===== src/rtl/flex_bit_timer_pkg.sv =====
// -----------------------------------------------------------------------------
// flex_bit_timer_pkg
//   Shared definitions for the flexible bit timer:
//     state_t  - controller state encoding (IDLE, RUN)
//     MIN_DIV  - smallest usable clocks-per-bit divider; smaller requests are
//                raised to this so that a mid-bit sample point always exists
//                before the end-of-bit point.
// -----------------------------------------------------------------------------
package flex_bit_timer_pkg;

  typedef enum logic [0:0] {
    IDLE = 1'b0,
    RUN  = 1'b1
  } state_t;

  localparam int MIN_DIV = 2;

endpackage : flex_bit_timer_pkg


===== src/rtl/flex_bit_timer_counter.sv =====
// -----------------------------------------------------------------------------
// sync_flex_counter
//   Up-counter with programmable rollover. Counts 0 -> 1 -> ... ->
//   rollover_val -> 1 -> ...; the value 0 is only reached through reset or
//   clear, so after a clear the first enabled edge lands on 1.
//
// Ports
//   clk           in   rising-edge clock
//   rst           in   synchronous active-high reset (count -> 0)
//   clear         in   synchronous clear (count -> 0), wins over count_enable
//   count_enable  in   advance the count on this edge
//   rollover_val  in   WIDTH  value after which the count wraps back to 1
//   count_out     out  WIDTH  registered count
//   rollover_flag out  high while count_out == rollover_val
// -----------------------------------------------------------------------------
module sync_flex_counter #(
  parameter int WIDTH = 8
) (
  input  logic             clk,
  input  logic             rst,
  input  logic             clear,
  input  logic             count_enable,
  input  logic [WIDTH-1:0] rollover_val,
  output logic [WIDTH-1:0] count_out,
  output logic             rollover_flag
);

  logic [WIDTH-1:0] count_q;
  logic [WIDTH-1:0] count_d;
  logic             at_roll;

  assign at_roll = (count_q == rollover_val);

  always_comb begin
    count_d = count_q;
    if (clear) begin
      count_d = '0;
    end else if (count_enable) begin
      if (at_roll) begin
        count_d = WIDTH'(1);
      end else begin
        count_d = count_q + WIDTH'(1);
      end
    end
  end

  always_ff @(posedge clk) begin
    if (rst) begin
      count_q <= '0;
    end else begin
      count_q <= count_d;
    end
  end

  assign count_out     = count_q;
  assign rollover_flag = at_roll;

endmodule : sync_flex_counter


===== src/rtl/flex_bit_timer.sv =====
// -----------------------------------------------------------------------------
// flex_bit_timer
//   Bit-period timer for serial framing. After a start pulse it produces
//   NUM_BITS bit periods of div clocks each, where div is clks_per_bit
//   captured (and raised to MIN_DIV) when the packet begins. Each bit period
//   gives a mid-bit sample_strobe and an end-of-bit shift_strobe; the last
//   shift_strobe is accompanied by packet_done. enable_timer low freezes a
//   running packet.
//
//   state | meaning
//   ------+-------------------------------------------------------------
//   IDLE  | no packet; counters held at 0, waiting for start
//   RUN   | packet in progress; clk_cnt walks 1..div, bit_cnt 0..NUM_BITS-1
//
// Ports
//   clk            in   rising-edge clock
//   rst            in   synchronous active-high reset
//   start          in   begin a packet (ignored mid-packet except on the
//                       packet_done cycle, where it chains a new packet)
//   abort          in   drop the current packet, no packet_done; beats start
//   enable_timer   in   count enable; low pauses a running packet
//   clks_per_bit   in   CNT_BITS  clocks per bit period, sampled at start
//   sample_strobe  out  mid-bit pulse
//   shift_strobe   out  end-of-bit pulse
//   packet_done    out  end-of-packet pulse
//   busy           out  high in RUN
//   bit_index      out  IDX_BITS  bit period in progress, 0 when idle
// -----------------------------------------------------------------------------
module flex_bit_timer
  import flex_bit_timer_pkg::*;
#(
  parameter int CNT_BITS = 8,
  parameter int NUM_BITS = 9,
  parameter int IDX_BITS = $clog2(NUM_BITS + 1)
) (
  input  logic                clk,
  input  logic                rst,
  input  logic                start,
  input  logic                abort,
  input  logic                enable_timer,
  input  logic [CNT_BITS-1:0] clks_per_bit,
  output logic                sample_strobe,
  output logic                shift_strobe,
  output logic                packet_done,
  output logic                busy,
  output logic [IDX_BITS-1:0] bit_index
);

  localparam logic [CNT_BITS-1:0] DIV_FLOOR = CNT_BITS'(MIN_DIV);
  localparam logic [IDX_BITS-1:0] LAST_BIT  = IDX_BITS'(NUM_BITS - 1);

  state_t              state_q, state_d;
  logic [CNT_BITS-1:0] div_q, div_d;

  logic [CNT_BITS-1:0] clk_cnt;
  logic                clk_at_div;
  logic                clk_clear, clk_en;

  logic [IDX_BITS-1:0] bit_cnt;
  logic                bit_is_last;
  logic                bit_clear, bit_en;

  logic                run_active;
  logic                go;
  logic [CNT_BITS-1:0] div_in;

  // Divider value that would be captured if a packet started this cycle.
  assign div_in = (clks_per_bit < DIV_FLOOR) ? DIV_FLOOR : clks_per_bit;
  assign go     = start & ~abort;

  sync_flex_counter #(
    .WIDTH (CNT_BITS)
  ) u_clk_counter (
    .clk           (clk),
    .rst           (rst),
    .clear         (clk_clear),
    .count_enable  (clk_en),
    .rollover_val  (div_q),
    .count_out     (clk_cnt),
    .rollover_flag (clk_at_div)
  );

  // The bit counter never actually rolls over: it is cleared on the last
  // shift. Its rollover flag is used purely as the "last bit" decode.
  sync_flex_counter #(
    .WIDTH (IDX_BITS)
  ) u_bit_counter (
    .clk           (clk),
    .rst           (rst),
    .clear         (bit_clear),
    .count_enable  (bit_en),
    .rollover_val  (LAST_BIT),
    .count_out     (bit_cnt),
    .rollover_flag (bit_is_last)
  );

  // Strobes decode registered state plus enable_timer only.
  assign run_active    = (state_q == RUN) & enable_timer;
  assign sample_strobe = run_active & (clk_cnt == (div_q >> 1));
  assign shift_strobe  = run_active & clk_at_div;
  assign packet_done   = shift_strobe & bit_is_last;

  assign busy      = (state_q == RUN);
  assign bit_index = (state_q == RUN) ? bit_cnt : '0;

  always_comb begin
    state_d   = state_q;
    div_d     = div_q;
    clk_clear = 1'b0;
    clk_en    = 1'b0;
    bit_clear = 1'b0;
    bit_en    = 1'b0;

    unique case (state_q)
      IDLE: begin
        clk_clear = 1'b1;
        bit_clear = 1'b1;
        if (go) begin
          // Counter sits at 0 in IDLE, so one enabled edge lands it on 1.
          state_d   = RUN;
          div_d     = div_in;
          clk_clear = 1'b0;
          clk_en    = 1'b1;
        end
      end

      RUN: begin
        if (abort) begin
          state_d   = IDLE;
          clk_clear = 1'b1;
          bit_clear = 1'b1;
        end else if (enable_timer) begin
          clk_en = 1'b1;
          if (clk_at_div) begin
            if (bit_is_last) begin
              bit_clear = 1'b1;
              if (start) begin
                // Chained packet: clk_cnt wraps div -> 1 by itself, so only
                // the bit counter needs restarting and div is re-captured.
                div_d = div_in;
              end else begin
                state_d   = IDLE;
                clk_clear = 1'b1;
              end
            end else begin
              bit_en = 1'b1;
            end
          end
        end
      end

      default: begin
        state_d   = IDLE;
        clk_clear = 1'b1;
        bit_clear = 1'b1;
      end
    endcase
  end

  always_ff @(posedge clk) begin
    if (rst) begin
      state_q <= IDLE;
      div_q   <= DIV_FLOOR;
    end else begin
      state_q <= state_d;
      div_q   <= div_d;
    end
  end

endmodule : flex_bit_timer

===== config.mk =====
export PLATFORM = sky130hd
export DESIGN_NAME = flex_bit_timer
export DESIGN_NICKNAME = d
export VERILOG_FILES = /design/src/rtl/flex_bit_timer_pkg.sv /design/src/rtl/flex_bit_timer_counter.sv /design/src/rtl/flex_bit_timer.sv
export SDC_FILE = /design/constraint.sdc
export NUM_CORES = 1
export LEC_CHECK = 0
export BUFFER_PORTS_ARGS = -buffer_cell sky130_fd_sc_hd__buf_2
export CAP_MARGIN = 5
export CORE_MARGIN = 2
export CORE_UTILIZATION = 56
export CTS_CLUSTER_DIAMETER = 50
export DETAILED_ROUTE_END_ITERATION = 12
export PLACE_DENSITY = 0.81
export SLEW_MARGIN = 20
export SYNTH_ARGS = -nofsm -noshare
export SYNTH_HDL_FRONTEND = slang
export SYNTH_HIERARCHICAL = 1
export SYNTH_SLANG_ARGS = --single-unit

===== constraint.sdc =====
create_clock -name clk -period 2.9 [get_ports clk]
set_input_delay 0.87 -clock clk [delete_from_list [all_inputs] [get_ports clk]]
set_output_delay 0.87 -clock clk [all_outputs]
set_load 0.02 [all_outputs]

==> metrics.csv <==
metric;value;unit
Peak VDD IR;0.3721;mV
final WL;2804;um
data required time at the worst endpoint;2.03;ns
FFs w/ async S/R, synth;0;%
Max Fanout on Critical Path;3;
clk_lat worst skew;0.30;ns
Fill cells;196;
Cell Area, Synth;1368;um^2
synth warn;6;
Worst EP arrival;1.95;ns
delay-heaviest family, CP;simple AND/OR/NAND/NOR gates;
# DRC;0;
critical path depth;5;
top cells by count, synth;dfxtp_1 (21), nand2b_1 (16), xnor2_1 (15);
CP Buf/Inv Count;2;
fin cells;201;
Placed Cells;197;
Placed Area;1501;um^2
share of cells above drive strength 1;24.28;%
Crit. End Element;output pin;
H-tree levels;1;
Die Footprint;2853;um^2
routability cong.;0.8181;
Reg power frac;58.7;%
final hold vios;0;
met1 usage;28.08;%
Clk pin slew, worst setup/hold paths;0.11;ns
Distinct cells, synth;43;
RSZ-0062 raised after global routing;false;
overall power;0.5193;mW
Area contributors post-synth;dfxtp_1 (31%), xnor2_1 (9.6%), nand2b_1 (7.3%), mux2i_1 (5.1%), xor2_1 (5.1%);
core area;2255;um^2
Post-CTS Resized;0;
share of total power in combinational logic;14.5;%
Inserted Diodes;0;
Initial DRT Pass Iterations;4;
first-pass GRT wire length;4795;um
max cap viols;0;
initial core utilization;60.65;%
Most Frequent Cell on Critical Path;buf_2;
fin nets;189;
EDFF count, synth;0;
Final min period;2.819;ns
crit path launch type;input port;
outcome;finished clean;
antenna violations before repair;0;
Worst Clk Skew;0.001898;ns
Int Power;0.3818;mW
Yosys reg bits;21;
Iter 0 DRT Violations;21;
most frequent cell after synthesis;dfxtp_1;
Crit Path Category;input port to output pin;
slowest CP cell;or4_1;
ys flop type;dfxtp_1;
CP Cell Sequence;buf_2 > nand2_2 > or4_1 > nor3_2 > buf_2;
cell accounting for the most synthesized area;dfxtp_1;
DIE WIDTH;53.42;um
final worst-path cycle share;97.22;%
vias per cell;5.552;
Worst-Margin Slew;0.5115;ns
CTS tree;yes;
reg-to-reg slack, setup;0.50;ns
clock buffer depth;2;
via count;1116;
syn_area_per_cell;9.178;um^2
post-route setup TNS;0;ns
Switching Fraction;26.49;%
M2 GR Usage;41.98;%
setup repair bufs after CTS;0;
clock sink count;21;
slowest stage delay, CP;0.55;ns
Die Span Y;53.42;um
FF-to-FF path depth;9;
pwr dens;339.1;nW/um^2
headroom to the max-slew limit;65.90;%
max frequency;0.3547;GHz
post-synthesis sequential area ratio;30.74;%
Worst setup startpoint;enable_timer;
Area growth, synth to finish;11.99;%
leak pwr;0.5631;nW
worst setup path endpoint;sample_strobe;
final max-slew violation count;0;
IO Count;21;
post-route ant nets;0;
Clk pwr share;26.8;%
pin count of the biggest net entering global routing;24;
Post-DP HPWL;2188;um
design area;1531;um^2
reg2reg end;u_bit_counter/count_out[3]$_SDFFE_PP0P_;
CTS root buf;clkbuf_4;
met3 Usage GRT;3.672;%
Switching Power;0.1376;mW
area of the multi-input gates;927.1;um^2
vias in the first global route;1048;
endpoints failing setup;0;
Hold Buf Count CTS;0;
top-area cell type share of the netlist area;30.74;%
reg2reg start;u_clk_counter/count_out[1]$_SDFFE_PP0P_;
grt ovf;0;
synthesized instance count;149;
placement row count;17;
global routing's busiest layer;met2;
hold crit path type;register to register;
CTS buffer count;3;
Reg area;424.2;um^2
Wirelength per Cell;13.95;um
IO buf count;20;
Total GRT Usage;23.21;%
## layout by cell type (no fill, tap or decap), types with 2 or more instances in the layout
cell type | netlist | final
nor2b_1 | 2 | 2
buf_2 | 0 | 20
dfxtp_2 | 0 | 3
xnor2_1 | 15 | 15
mux2i_1 | 7 | 7
nand2_1 | 7 | 7
xor2_2 | 3 | 3
and2_1 | 6 | 6
xor2_1 | 8 | 8
nor2_1 | 6 | 6
a211oi_1 | 2 | 2
nor3_1 | 10 | 10
o21ai_0 | 2 | 2
o41ai_1 | 3 | 3
ha_1 | 2 | 2
nand4_1 | 5 | 5
clkbuf_4 | 0 | 3
or2_2 | 2 | 2
buf_4 | 0 | 2
nor3_2 | 2 | 2
conb_1 | 2 | 4
a21oi_1 | 3 | 3
nand2b_1 | 16 | 16
dfxtp_1 | 21 | 18
nand3_1 | 3 | 3
## stage by stage
stage	util, %	hold WS [ns]	setup WS, ns
floorplan	-	0.4858	0.2569
global placement	66.59	0.5036	0.09695
detailed placement	66.59	0.5124	0.08964
CTS	67.76	0.5319	0.07894
global route	67.92	0.5572	0.005607
finish	67.92	0.5265	0.08060
## worst register-to-register path, cell delays in order (launching register included)
cell and delay (ns):
dfxtp_1 0.49, xnor2_1 0.16, nand2_1 0.14, nor3_1 0.28, and3_1 0.24, nor3b_1 0.19, buf_4 0.18, nand4_1 0.11
xor2_1 0.17, a2111oi_2 0.35
## cells by family after synthesis
group                    count (synthesis)  synth area share [%]
other                                    2                0.5492
buffers and inverters                    5                 2.012
flip-flops                              21                 30.74
adder cells (fa/ha/maj)                  2                 1.830
AO/OA/AOI/OAI                           15                 9.058
XOR/XNOR                                26                 18.30
multiplexers                             8                 5.947
AND/OR/NAND/NOR                         70                 31.57
## final cells by class
| cell class | instances | share of cell area (%) |
|---|---|---|
| Clock buffer | 4 | 1.716 |
| Multi-Input combinational cell | 125 | 60.54 |
| Timing Repair Buffer | 22 | 7.516 |
| Sequential cell | 21 | 27.70 |
| Tap cell | 28 | 2.288 |
| Inverter | 1 | 0.2451 |
## metal layers
| layer | share of wire [%] | vias up |
|---|---|---|
| met5 | 0 | - |
| met4 | 0.64 | 0 |
| met3 | 4.3 | 2 |
| met2 | 51 | 31 |
| met1 | 44 | 520 |
| li1 | - | 563 |
## flip-flops by register name, indices dropped and copies added, names as in the netlist
signal                   cells
div_q                        8
u_clk_counter/count_out      8
u_bit_counter/count_out      4
busy                         1
## worst min-delay path by stage
| stage | to | depth (start not counted) | startpoint | slack, ns |
|---|---|---|---|---|
| floorplan | div_q[3]$_SDFFE_PP0P_ | 2 | div_q[3]$_SDFFE_PP0P_ | 0.49 |
| global placement | div_q[6]$_SDFFE_PP0P_ | 2 | div_q[6]$_SDFFE_PP0P_ | 0.50 |
| detailed placement | div_q[7]$_SDFFE_PP0P_ | 2 | div_q[7]$_SDFFE_PP0P_ | 0.51 |
| CTS | div_q[7]$_SDFFE_PP0P_ | 2 | div_q[7]$_SDFFE_PP0P_ | 0.53 |
| global route | div_q[7]$_SDFFE_PP0P_ | 2 | div_q[7]$_SDFFE_PP0P_ | 0.56 |
| finish | div_q[7]$_SDFFE_PP0P_ | 2 | div_q[7]$_SDFFE_PP0P_ | 0.53 |
## power by group through the flow
stage	combinational, mW	sequential [mW]	clock, mW
after floorplan	0.0550	0.308	0
after global placement	0.0716	0.311	0
after detailed placement	0.0752	0.311	0
after CTS	0.0754	0.305	0.147
after global routing	0.0837	0.306	0.156
final	0.0755	0.305	0.139
Power figures use the tool's default switching activity.
